## src/rtl/instruction_id_tracker_pkg.sv

```systemverilog
// Shared types and width helpers for the instruction ID tracker.
package instruction_id_tracker_pkg;

    // Per-ID lifecycle: FREE -> ALLOCATED -> ISSUED -> COMPLETE -> FREE
    typedef enum logic [1:0] {
        IdFree      = 2'd0,
        IdAllocated = 2'd1,
        IdIssued    = 2'd2,
        IdComplete  = 2'd3
    } id_status_t;

    // Index width for a pool of n IDs (at least one bit)
    function automatic int unsigned idx_w(input int unsigned n);
        return (n > 1) ? $clog2(n) : 1;
    endfunction

    // Width able to hold the values 0..n inclusive
    function automatic int unsigned cnt_w(input int unsigned n);
        return (n > 0) ? $clog2(n + 1) : 1;
    endfunction

endpackage

```

## src/rtl/instruction_id_tracker_retire_scan.sv

```systemverilog
// id_retire_scan: counts consecutive COMPLETE entries from the head pointer (with wrap),
// capped at RETIRE_WIDTH and at the number of in-flight IDs.
module id_retire_scan
    import instruction_id_tracker_pkg::*;
#(
    parameter int unsigned NUM_IDS      = 8,
    parameter int unsigned RETIRE_WIDTH = 2,
    localparam int unsigned IDX_W = idx_w(NUM_IDS),
    localparam int unsigned CNT_W = IDX_W + 1,
    localparam int unsigned K_W   = cnt_w(RETIRE_WIDTH)
) (
    input  id_status_t [NUM_IDS-1:0] i_status,
    input  logic [IDX_W-1:0]         i_head,
    input  logic [CNT_W-1:0]         i_count,
    output logic [K_W-1:0]           o_k
);

    logic             w_run;
    logic [IDX_W-1:0] w_idx;

    // Stop at the first entry that is not COMPLETE so retirement stays in order
    always_comb begin
        o_k   = '0;
        w_run = 1'b1;
        w_idx = '0;
        for (int unsigned i = 0; i < RETIRE_WIDTH; i++) begin
            w_idx = i_head + IDX_W'(i);
            if (w_run && (CNT_W'(i) < i_count) && (i_status[w_idx] == IdComplete)) begin
                o_k = o_k + K_W'(1);
            end else begin
                w_run = 1'b0;
            end
        end
    end

endmodule

```

## src/rtl/instruction_id_tracker.sv

```systemverilog
// instruction_id_tracker: per-ID lifecycle tracking with multi-port completion, in-order
// multi-wide retirement, flush rollback and operand-readiness queries.
// Optional feature macro: ID_TRACKER_STATS_EN adds o_stat_retired / o_stat_alloc_stall.
module instruction_id_tracker
    import instruction_id_tracker_pkg::*;
#(
    parameter int unsigned NUM_IDS            = 8,
    parameter int unsigned NUM_COMPLETE_PORTS = 4,
    parameter int unsigned RETIRE_WIDTH       = 2,
    parameter int unsigned NUM_QUERY_PORTS    = 2,
    localparam int unsigned IDX_W  = idx_w(NUM_IDS),
    localparam int unsigned CNT_W  = IDX_W + 1,
    localparam int unsigned RCNT_W = cnt_w(RETIRE_WIDTH)
) (
    input  logic                                     i_clk,
    input  logic                                     i_rst_n,
    input  logic                                     i_alloc_req,
    output logic                                     o_alloc_ready,
    output logic [IDX_W-1:0]                         o_alloc_id,
    input  logic                                     i_issue_valid,
    output logic [IDX_W-1:0]                         o_issue_id,
    output logic                                     o_issue_id_valid,
    input  logic [NUM_COMPLETE_PORTS-1:0]            i_complete_valid,
    input  logic [NUM_COMPLETE_PORTS-1:0][IDX_W-1:0] i_complete_id,
    input  logic                                     i_flush,
    output logic                                     o_retire_valid,
    output logic [IDX_W-1:0]                         o_retire_base_id,
    output logic [RCNT_W-1:0]                        o_retire_count,
    input  logic [NUM_QUERY_PORTS-1:0][IDX_W-1:0]    i_query_id,
    output logic [NUM_QUERY_PORTS-1:0]               o_query_pending,
`ifdef ID_TRACKER_STATS_EN
    output logic [31:0]                              o_stat_retired,
    output logic [31:0]                              o_stat_alloc_stall,
`endif
    output logic [CNT_W-1:0]                         o_inflight_count
);

    id_status_t [NUM_IDS-1:0] r_status;
    id_status_t [NUM_IDS-1:0] w_status_d;
    logic [IDX_W-1:0]         r_head, r_issue, r_alloc;
    logic [IDX_W-1:0]         w_head_d, w_issue_d, w_alloc_d;
    logic [CNT_W-1:0]         r_count, w_count_d;
    logic                     r_retire_valid;
    logic [IDX_W-1:0]         r_retire_base;
    logic [RCNT_W-1:0]        r_retire_count;
    logic [RCNT_W-1:0]        w_k;
    logic                     w_do_alloc, w_do_issue;
    logic [CNT_W-1:0]         w_n_alloc, w_flushed;

    id_retire_scan #(
        .NUM_IDS      (NUM_IDS),
        .RETIRE_WIDTH (RETIRE_WIDTH)
    ) u_retire_scan (
        .i_status (r_status),
        .i_head   (r_head),
        .i_count  (r_count),
        .o_k      (w_k)
    );

    assign o_alloc_ready    = (r_count < CNT_W'(NUM_IDS));
    assign o_alloc_id       = r_alloc;
    assign o_issue_id       = r_issue;
    assign o_issue_id_valid = (r_status[r_issue] == IdAllocated);
    assign o_inflight_count = r_count;
    assign o_retire_valid   = r_retire_valid;
    assign o_retire_base_id = r_retire_base;
    assign o_retire_count   = r_retire_count;

    // A flush cancels any allocation in the same cycle
    assign w_do_alloc = i_alloc_req && o_alloc_ready && !i_flush;
    assign w_do_issue = i_issue_valid && o_issue_id_valid;

    // Query ports report IDs still waiting for their result
    always_comb begin
        o_query_pending = '0;
        for (int unsigned q = 0; q < NUM_QUERY_PORTS; q++) begin
            o_query_pending[q] = (r_status[i_query_id[q]] == IdIssued);
        end
    end

    // Count ALLOCATED entries directly; pointer difference is ambiguous when the pool is full
    always_comb begin
        w_n_alloc = '0;
        for (int unsigned i = 0; i < NUM_IDS; i++) begin
            if (r_status[i] == IdAllocated) w_n_alloc = w_n_alloc + CNT_W'(1);
        end
    end

    // An entry issued during a flush survives it
    assign w_flushed = i_flush ? (w_n_alloc - CNT_W'(w_do_issue)) : '0;

    // Next-state status: complete, retire, flush, issue, allocate
    always_comb begin
        w_status_d = r_status;
        for (int unsigned p = 0; p < NUM_COMPLETE_PORTS; p++) begin
            if (i_complete_valid[p] && (r_status[i_complete_id[p]] == IdIssued)) begin
                w_status_d[i_complete_id[p]] = IdComplete;
            end
        end
        for (int unsigned i = 0; i < RETIRE_WIDTH; i++) begin
            if (RCNT_W'(i) < w_k) w_status_d[r_head + IDX_W'(i)] = IdFree;
        end
        if (i_flush) begin
            for (int unsigned i = 0; i < NUM_IDS; i++) begin
                if (r_status[i] == IdAllocated) w_status_d[i] = IdFree;
            end
        end
        if (w_do_issue) w_status_d[r_issue] = IdIssued;
        if (w_do_alloc) w_status_d[r_alloc] = IdAllocated;
    end

    // Next-state pointers and occupancy
    always_comb begin
        w_head_d  = r_head + IDX_W'(w_k);
        w_issue_d = r_issue + IDX_W'(w_do_issue);
        w_alloc_d = i_flush ? (r_issue + IDX_W'(w_do_issue)) : (r_alloc + IDX_W'(w_do_alloc));
        w_count_d = r_count + CNT_W'(w_do_alloc) - CNT_W'(w_k) - w_flushed;
    end

    // State and registered retire outputs
    always_ff @(posedge i_clk or negedge i_rst_n) begin
        if (!i_rst_n) begin
            r_status       <= {NUM_IDS{IdFree}};
            r_head         <= '0;
            r_issue        <= '0;
            r_alloc        <= '0;
            r_count        <= '0;
            r_retire_valid <= 1'b0;
            r_retire_base  <= '0;
            r_retire_count <= '0;
        end else begin
            r_status       <= w_status_d;
            r_head         <= w_head_d;
            r_issue        <= w_issue_d;
            r_alloc        <= w_alloc_d;
            r_count        <= w_count_d;
            r_retire_valid <= (w_k != '0);
            r_retire_base  <= r_head;
            r_retire_count <= w_k;
        end
    end

`ifdef ID_TRACKER_STATS_EN
    logic [31:0] r_stat_retired, r_stat_alloc_stall;

    // Free-running statistics, wrapping silently
    always_ff @(posedge i_clk or negedge i_rst_n) begin
        if (!i_rst_n) begin
            r_stat_retired     <= '0;
            r_stat_alloc_stall <= '0;
        end else begin
            r_stat_retired <= r_stat_retired + 32'(w_k);
            if (!i_alloc_req && !o_alloc_ready && !i_flush) begin
                r_stat_alloc_stall <= r_stat_alloc_stall + 32'd1;
            end
        end
    end

    assign o_stat_retired     = r_stat_retired;
    assign o_stat_alloc_stall = r_stat_alloc_stall;
`endif

`ifndef SYNTHESIS
    a_alloc_legal: assert property (@(posedge i_clk) disable iff (!i_rst_n)
        i_alloc_req |-> o_alloc_ready)
        else $error("alloc_req while alloc_ready is low");

    a_count_range: assert property (@(posedge i_clk) disable iff (!i_rst_n)
        r_count <= CNT_W'(NUM_IDS))
        else $error("inflight count exceeds pool size");

    // Stray completions are dropped by the logic; flag them without stopping simulation
    for (genvar p = 0; p < NUM_COMPLETE_PORTS; p++) begin : g_cmp_chk
        a_cmp_issued: assert property (@(posedge i_clk) disable iff (!i_rst_n)
            i_complete_valid[p] |-> (r_status[i_complete_id[p]] == IdIssued))
            else $warning("completion on port %0d for non-issued id %0d ignored",
                          p, i_complete_id[p]);
    end
`endif

endmodule

```

## config.mk

```make
export PLATFORM = sky130hd
export DESIGN_NAME = instruction_id_tracker
export DESIGN_NICKNAME = d
export VERILOG_FILES = /design/src/rtl/instruction_id_tracker_pkg.sv /design/src/rtl/instruction_id_tracker_retire_scan.sv /design/src/rtl/instruction_id_tracker.sv
export SDC_FILE = /design/constraint.sdc
export NUM_CORES = 1
export LEC_CHECK = 0
export ABC_AREA = 1
export BUFFER_PORTS_ARGS = -buffer_cell sky130_fd_sc_hd__buf_2
export CORE_ASPECT_RATIO = 2
export CORE_MARGIN = 5
export CORE_UTILIZATION = 27
export DETAILED_ROUTE_END_ITERATION = 16
export PLACE_DENSITY = 0.4
export SETUP_SLACK_MARGIN = 0.15
export SLEW_MARGIN = 20
export SYNTH_ARGS = -nofsm -noshare
export SYNTH_HDL_FRONTEND = slang
export SYNTH_SLANG_ARGS = --single-unit
```

## constraint.sdc

```tcl
create_clock -name i_clk -period 6.2 [get_ports i_clk]
set_clock_uncertainty 0.1 [all_clocks]
set_input_delay 0.31 -clock i_clk [delete_from_list [all_inputs] [get_ports i_clk]]
set_output_delay 0.31 -clock i_clk [all_outputs]
set_load 0.01 [all_outputs]
```

==> impl_summary.txt, run 1 <==
----------------------------------------------------
[Timing]
  Summed negative setup slack over all endpoints ... 0 ns
  Final hold violations ... 0
  RSZ-0062 raised after global routing ... no
  Highest clock rate ... 0.177 GHz
  Relative slew slack ... 0.423
  Share of the clock period used by the worst path ... 0.910
  Setup Viol. Count Final ... 0
  Final Critical Period ... 5.64 ns
  Worst setup margin ... 0.557 ns
  Pins Over Slew Limit ... 0
  Actual slew at the worst max-slew pin ... 0.865 ns

[CTS]
  Clock latency at the later pin of the worst-skew pair ... 0.28 ns
  Longest Clk Path Bufs ... 2
  Maximum level of the CTS H-tree ... 2
  Clock tree sinks ... 35
  Clock Tree Root ... sky130_fd_sc_hd__clkbuf_16
  Clock input transition at the sequential cells of the worst setup and hold paths ... 0.06 ns
  Total clock buffers created by CTS ... 5
  Clock tree from TritonCTS ... done

[Cells and area]
  Share of cells above drive strength 1 ... 0.186
  Filler cells ... 1,677
  Total inserted antenna cells ... 0
  Area taken by flip-flops and latches ... 880 um2
  Post-synthesis to final-layout area growth ... 17.0%
  Post-Route Utilization ... 0.323
  Net count, final ... 714
  Area taken by multi-input logic gates ... 2680 um2

[Synth]
  Number of register bits inferred by synthesis ... 35
  Syn Nets ... 662
  Number of library cell types mapped by synthesis ... 43
  Count of flip-flops with a built-in enable after synthesis ... 0
  Yosys warnings ... 0
  Fraction of post-synthesis cell area in the top cell type by area ... 0.220
  Dominant cell by count in the synthesized netlist ... sky130_fd_sc_hd__nand2_1
  Library cell with the largest summed area after synthesis ... sky130_fd_sc_hd__dfrtp_1
  Post-synth top flop ... sky130_fd_sc_hd__dfrtp_1
  Share of flip-flops with an asynchronous set or reset after synthesis ... 1.00
  Most area-consuming cells after synthesis ... sky130_fd_sc_hd__dfrtp_1 22%, sky130_fd_sc_hd__nand2_1 11%, sky130_fd_sc_hd__nand3_1 9.0%
  Leading cell types by count after synthesis ... 113 x sky130_fd_sc_hd__nand2_1, 92 x sky130_fd_sc_hd__inv_1, 72 x sky130_fd_sc_hd__nand3_1
  Average cell area after synthesis ... 6.52 um2
  Share of the yosys chip area belonging to registers ... 0.220
  Area of the mapped netlist ... 3980 um2
  Count of mapped cells out of synthesis ... 611

[Global routing]
  Pin count of the biggest net entering global routing ... 36
  Aggregate global routing overflow ... 0
  Number of antenna violations at the first check in global routing ... 0
  GR Util All Layers ... 0.196
  Via count of the first global-routing pass ... 4,678
  First-pass GRT wire length ... 25,400 um

[Setup path]
  Dominant cell type by count on the critical path ... sky130_fd_sc_hd__nand2_1
  Launching element type of the critical path ... flop
  Worst-path maximum fanout ... 9
  WP data required ... 6.28 ns
  Crit path buffers/inverters ... 4
  Largest stage delay, worst path ... 0.43 ns
  Kind of cell with the highest combined delay on the critical path ... adder cells
  Kind of end point of the critical path ... flop
  Critical Setup Path Class ... flop to flop
  Cell with the largest stage delay on the worst path ... sky130_fd_sc_hd__dfrtp_2
  Crit path DAT ... 5.73 ns

[Pwr]
  Power per cell area ... 526 nW/um2
  Peak VDD IR ... 355 uV
  Static leakage power ... 0.00228 uW

[Floorplanning]
  Die area ... 17,400 um2
  Floorplan die height ... 182 um
  Starting utilization of the core area ... 0.276
  Chip width ... 95.9 um
  Number of placement rows ... 62
  Core Footprint ... 14,400 um2
  IO Count ... 47

[Run]
  Max cap viols ... 0

[Detailed routing]
  Via density per instance ... 5.22
  Vias after detailed routing ... 4,461
  First-iteration detailed-routing DRC count ... 314
  Routed len/inst ... 19.6 um
  Total DRC errors in the routed layout ... 0
  Final ANT Viol Nets ... 0
  Total Wirelength ... 16,800 um
  Length of the first detailed-routing pass in iterations ... 5

[Placement]
  Worst slack at placement ... 0.336 ns
  RD Place Congestion ... 0.919
  Port bufs ... 46
  Placed wire-length estimate ... 13,500 um

[Worst hold path]
  Path class of the lowest-slack min-delay path ... input port to asynchronous set/reset pin

[Run status]
  Run status ... finished, final reports clean

----------------------------------------------------
==> logic make-up (layout without fill, tap and decap cells) <==
| family | after synthesis | after routing | synth area share |
|---|---|---|---|
| compound gates | 122 | 122 | 0.187 |
| xor+xnor | 6 | 6 | 0.0132 |
| fa+ha+maj | 24 | 24 | 0.0829 |
| buf+inv | 115 | 167 | 0.113 |
| flops | 35 | 35 | 0.220 |
| simple gates | 309 | 309 | 0.383 |
==> final cells by class <==
class | count | share of cell area
Clock buffer | 6 | 0.0277
Inverter | 105 | 0.0873
Clock inverter | 1 | 0.00644
Tap cell | 192 | 0.0516
Sequential cell | 35 | 0.189
Multi-Input combinational cell | 461 | 0.574
Timing Repair Buffer | 55 | 0.0639
==> worst register-to-register path: cells and delay by family, from the launching register on <==
| family | cells | cell delay [ns] |
|---|---|---|
| xor gates and xnor gates | 2 | 0.39 |
| adders and majority gates | 9 | 2.59 |
| DFF | 1 | 0.43 |
| and+or+nand+nor | 18 | 1.75 |
| buffers and inverters | 4 | 0.27 |
==> power by group <==
part | switching, uW | total, uW | leakage [uW] | internal (uW)
combinational | 1090 | 1670 | 0.00175 | 574
clock | 96.2 | 284 | 0.0000769 | 188
sequential | 170 | 498 | 0.000446 | 328
total | 1360 | 2450 | 0.00228 | 1090
==> timing repair <==
| item | 4_1_cts | 5_1_grt |
|---|---|---|
| buffers inserted | 0 | 4 |
| setup endpoints to repair | 0 | 1 |
| hold buffers | 0 | 0 |
| gates resized for setup | 0 | 10 |
==> sequential cells by signal (all words and copies together) (netlist names) <==
signal,count
o_retire_base_id,3
o_issue_id,3
r_status,16
o_retire_count,2
o_inflight_count,4
o_retire_valid,1
r_head,3
o_alloc_id,3
==> per-stage QoR <==
| step | hold WS [ns] | total power, uW | cells | instance area, um2 |
|---|---|---|---|---|
| after floorplan | -0.0856 | 1610 | 611 | 3980 |
| after global placement | 0.366 | 2160 | 844 | 4440 |
| after detailed placement | 0.369 | 2150 | 844 | 4440 |
| after CTS | 0.0612 | 2450 | 851 | 4600 |
| after global routing | 0.117 | 2700 | 855 | 4660 |
| final | 0.0359 | 2450 | 855 | 4660 |
==> path summary, 6_finish.rpt <==
kind / startpoint / end / slack (ns) / depth (start not counted)
max: r_status[1]$_DFF_PN0_ / o_inflight_count[3]$_DFF_PN0_ / 0.56 / 33
max reg2reg: r_status[1]$_DFF_PN0_ / o_inflight_count[3]$_DFF_PN0_ / 0.56 / 33
min reg2reg: r_head[1]$_DFF_PN0_ / o_retire_base_id[1]$_DFF_PN0_ / 0.38 / 0
max in group asynchronous: i_rst_n / r_status[2]$_DFF_PN0_ / 5.36 / 1
min in group i_clk: i_flush / o_alloc_id[0]$_DFF_PN0_ / 0.32 / 3
min: i_rst_n / o_inflight_count[3]$_DFF_PN0_ / 0.04 / 1
==> per-layer routing <==
layer,vias to the layer above,routed length (um),GRT usage
met4,0,1310,0.131
met1,2045,5650,0.190
met2,176,9210,0.373
met3,60,619,0.0178
li1,2180,-,-
met5,-,0,0
==> placed cells by master, fill, tap and decap left out, types with 2 or more instances in the layout <==
cell type / instances
sky130_fd_sc_hd__a221oi_1: 3
sky130_fd_sc_hd__and2_1: 2
sky130_fd_sc_hd__nor2_4: 4
sky130_fd_sc_hd__a31oi_1: 2
sky130_fd_sc_hd__nand3_2: 12
sky130_fd_sc_hd__nor3_1: 27
sky130_fd_sc_hd__o2111ai_1: 4
sky130_fd_sc_hd__inv_1: 92
sky130_fd_sc_hd__a21oi_1: 22
sky130_fd_sc_hd__inv_2: 8
sky130_fd_sc_hd__o22ai_1: 33
sky130_fd_sc_hd__o211ai_1: 5
sky130_fd_sc_hd__o21a_1: 2
sky130_fd_sc_hd__clkbuf_16: 5
sky130_fd_sc_hd__clkinv_4: 2
sky130_fd_sc_hd__a22oi_1: 11
sky130_fd_sc_hd__ha_1: 19
sky130_fd_sc_hd__fa_1: 4
sky130_fd_sc_hd__dfrtp_2: 3
sky130_fd_sc_hd__nand2_1: 112
sky130_fd_sc_hd__xnor2_1: 3
sky130_fd_sc_hd__and3_1: 2
sky130_fd_sc_hd__dfrtp_1: 32
sky130_fd_sc_hd__o21ai_0: 34
sky130_fd_sc_hd__clkinv_1: 2
sky130_fd_sc_hd__nand2_2: 18
sky130_fd_sc_hd__buf_4: 9
sky130_fd_sc_hd__nor2_2: 3
sky130_fd_sc_hd__or2_2: 4
sky130_fd_sc_hd__nand2_4: 6
sky130_fd_sc_hd__nand4_1: 8
sky130_fd_sc_hd__nor2_1: 36
sky130_fd_sc_hd__buf_2: 46
sky130_fd_sc_hd__xor2_1: 3
sky130_fd_sc_hd__nand3_1: 72
Note: power is estimated with default switching activity, not from simulation.
==> run 2: changes to the inputs <==
--- a/config.mk
+++ b/config.mk
@@ -11,7 +11,7 @@
 export CORE_MARGIN = 5
 export CORE_UTILIZATION = 27
 export DETAILED_ROUTE_END_ITERATION = 16
-export PLACE_DENSITY = 0.4
+export PLACE_DENSITY = 0.39
 export SETUP_SLACK_MARGIN = 0.15
 export SLEW_MARGIN = 20
 export SYNTH_ARGS = -nofsm -noshare
==> impl_summary.txt, run 2 (synthesis results as in run 1) <==
----------------------------------------------------
[Cells and area]
  Commonest non-fill, non-tap cells in the layout ... 110 x sky130_fd_sc_hd__nand2_1, 92 x sky130_fd_sc_hd__inv_1, 72 x sky130_fd_sc_hd__nand3_1, 46 x sky130_fd_sc_hd__buf_2, 36 x sky130_fd_sc_hd__nor2_1
  Post-Route Utilization ... 0.325 (+0.00234)
  Most frequent standard cell in the layout excluding fill and tap cells ... sky130_fd_sc_hd__nand2_1
  Largest Register ... r_status
  Total inserted antenna cells ... 0 (unchanged)
  Post-route design area ... 4690 um2 (+0.72%)
  Share of cells above drive strength 1 ... 0.196 (+0.0106)
  Flip-flop count of the largest register after layout ... 16 (unchanged)
  Filler cells ... 1,695 (+1.1%)
  Net count, final ... 718 (+0.56%)
  Post-synthesis to final-layout area growth ... 17.8%

[Global routing]
  Pin count of the biggest net entering global routing ... 36 (unchanged)
  Aggregate global routing overflow ... 0 (unchanged)
  GR Util All Layers ... 0.201 (+0.00476)
  Number of antenna violations at the first check in global routing ... 0 (unchanged)
  First-pass GRT wire length ... 25,700 um (+1.1%)
  Via count of the first global-routing pass ... 4,677 (-0.021%)

[Timing]
  Setup Viol. Count Final ... 0 (unchanged)
  Final hold violations ... 0 (unchanged)
  Final Critical Period ... 5.64 ns (-0.00710 ns)
  Worst setup margin ... 0.564 ns (+0.00710 ns)
  Summed negative setup slack over all endpoints ... 0 ns (unchanged)
  RSZ-0062 raised after global routing ... no
  Highest clock rate ... 0.177 GHz (+0.13%)
  Share of the clock period used by the worst path ... 0.909 (-0.00115)
  Relative slew slack ... 0.444 (+0.0209)
  Pins Over Slew Limit ... 0 (unchanged)
  Actual slew at the worst max-slew pin ... 0.834 ns (-0.0314 ns)

[Floorplanning]
  Core Footprint ... 14,400 um2 (unchanged)
  Chip width ... 95.9 um (unchanged)
  Number of placement rows ... 62 (unchanged)
  IO Count ... 47 (unchanged)
  Die area ... 17,400 um2 (unchanged)
  Floorplan die height ... 182 um (unchanged)
  Starting utilization of the core area ... 0.276 (unchanged)

[Setup path]
  Launching element type of the critical path ... flop
  Crit path buffers/inverters ... 4 (unchanged)
  Crit path DAT ... 5.71 ns (-0.02 ns)
  Critical Setup Path Class ... flop to flop
  Kind of end point of the critical path ... flop
  Kind of cell with the highest combined delay on the critical path ... adder cells
  Cell with the largest stage delay on the worst path ... sky130_fd_sc_hd__dfrtp_2
  WP data required ... 6.28 ns (about the same)
  Largest stage delay, worst path ... 0.43 ns (about the same)
  Worst-path maximum fanout ... 7 (-2)

[Worst hold path]
  Path class of the lowest-slack min-delay path ... input port to asynchronous set/reset pin

[CTS]
  Total clock buffers created by CTS ... 5 (unchanged)
  Maximum level of the CTS H-tree ... 2 (unchanged)
  Clock Tree Root ... sky130_fd_sc_hd__clkbuf_16
  Clock input transition at the sequential cells of the worst setup and hold paths ... 0.06 ns (about the same)
  Clock latency at the later pin of the worst-skew pair ... 0.29 ns (about the same)
  Clock tree from TritonCTS ... done
  Longest Clk Path Bufs ... 2 (unchanged)
  Clock tree sinks ... 35 (unchanged)

[Detailed routing]
  Routed len/inst ... 19.8 um (+0.78%)
  First-iteration detailed-routing DRC count ... 304 (-3.2%)
  Final ANT Viol Nets ... 0 (unchanged)
  Vias after detailed routing ... 4,539 (+1.7%)
  Length of the first detailed-routing pass in iterations ... 5 (unchanged)
  Via density per instance ... 5.28 (+1.2%)
  Total Wirelength ... 17,000 um (+1.4%)
  Total DRC errors in the routed layout ... 0 (unchanged)

[Pwr]
  Static leakage power ... 0.00229 uW (+0.81%)
  Peak VDD IR ... 279 uV (-22%)
  Power per cell area ... 525 nW/um2 (-0.24%)

[Run status]
  Run status ... finished, final reports clean

[Placement]
  Placed wire-length estimate ... 13,900 um (+2.3%)
  RD Place Congestion ... 0.889 (-3.3%)
  Worst slack at placement ... 0.352 ns (+0.0161 ns)
  Port bufs ... 46 (unchanged)
  Placement Cell Area ... 4440 um2 (+0.17%)

[Run]
  Max cap viols ... 0 (unchanged)

----------------------------------------------------
[run 2: cell count changes in the layout (fill, tap and decap cells not counted), moves of 2 or more]
cell / delta
sky130_fd_sc_hd__buf_4: +4
sky130_fd_sc_hd__clkbuf_8: +2
sky130_fd_sc_hd__nand2_1: -2
sky130_fd_sc_hd__nand2_2: +2
[run 2: cell type report]
type / count / area [um2] / share of cell area
tap: 192 / 240 / 0.0512
sequential: 35 / 880 / 0.187
clock inverter: 1 / 7.51 / 0.00160
timing repair buffer: 59 / 328 / 0.0698
multi-input combinational: 461 / 2680 / 0.571
clock buffer: 7 / 153 / 0.0325
inverter: 105 / 404 / 0.0861
[run 2: what timing repair did]
item                                    4_1_cts  5_1_grt
hold buffers                                  0        0
setup buffers                                 0        7
endpoints found under the setup margin        0        1
gates resized for setup                       0       11
[run 2: path summary, 6_finish.rpt]
path,start,cells after the start,endpoint,slack [ns]
min in group i_clk,i_flush,3,o_alloc_id[1]$_DFF_PN0_,0.33
max reg2reg,r_status[3]$_DFF_PN0_,33,o_inflight_count[3]$_DFF_PN0_,0.56
max in group asynchronous,i_rst_n,1,r_status[3]$_DFF_PN0_,5.39
max,r_status[3]$_DFF_PN0_,33,o_inflight_count[3]$_DFF_PN0_,0.56
min,i_rst_n,1,o_inflight_count[1]$_DFF_PN0_,0.02
min reg2reg,r_head[1]$_DFF_PN0_,0,o_retire_base_id[1]$_DFF_PN0_,0.39
[run 2: metrics by stage]
| stage | std cells | total power (uW) | hold WS [ns] |
|---|---|---|---|
| final | 860 | 2460 | 0.0249 |
| after global routing | 860 | 2720 | 0.0955 |
| after CTS | 853 | 2450 | 0.0656 |
| after detailed placement | 845 | 2160 | 0.370 |
| after global placement | 845 | 2160 | 0.372 |
| after floorplan | 611 | 1610 | -0.0856 |
[run 2: where the power goes]
part           internal, uW  switching (uW)
Clock                   171             103
Sequential              328             164
Combinational           586            1110
Total                  1080            1380
[run 2: per-layer routing]
metal / wire, um / track usage / vias to the layer above
met1: 5380 / 0.179 / 2089
met4: 1670 / 0.160 / 0
met5: 0 / 0 / -
met2: 9250 / 0.382 / 174
met3: 708 / 0.0257 / 85
li1: - / - / 2191
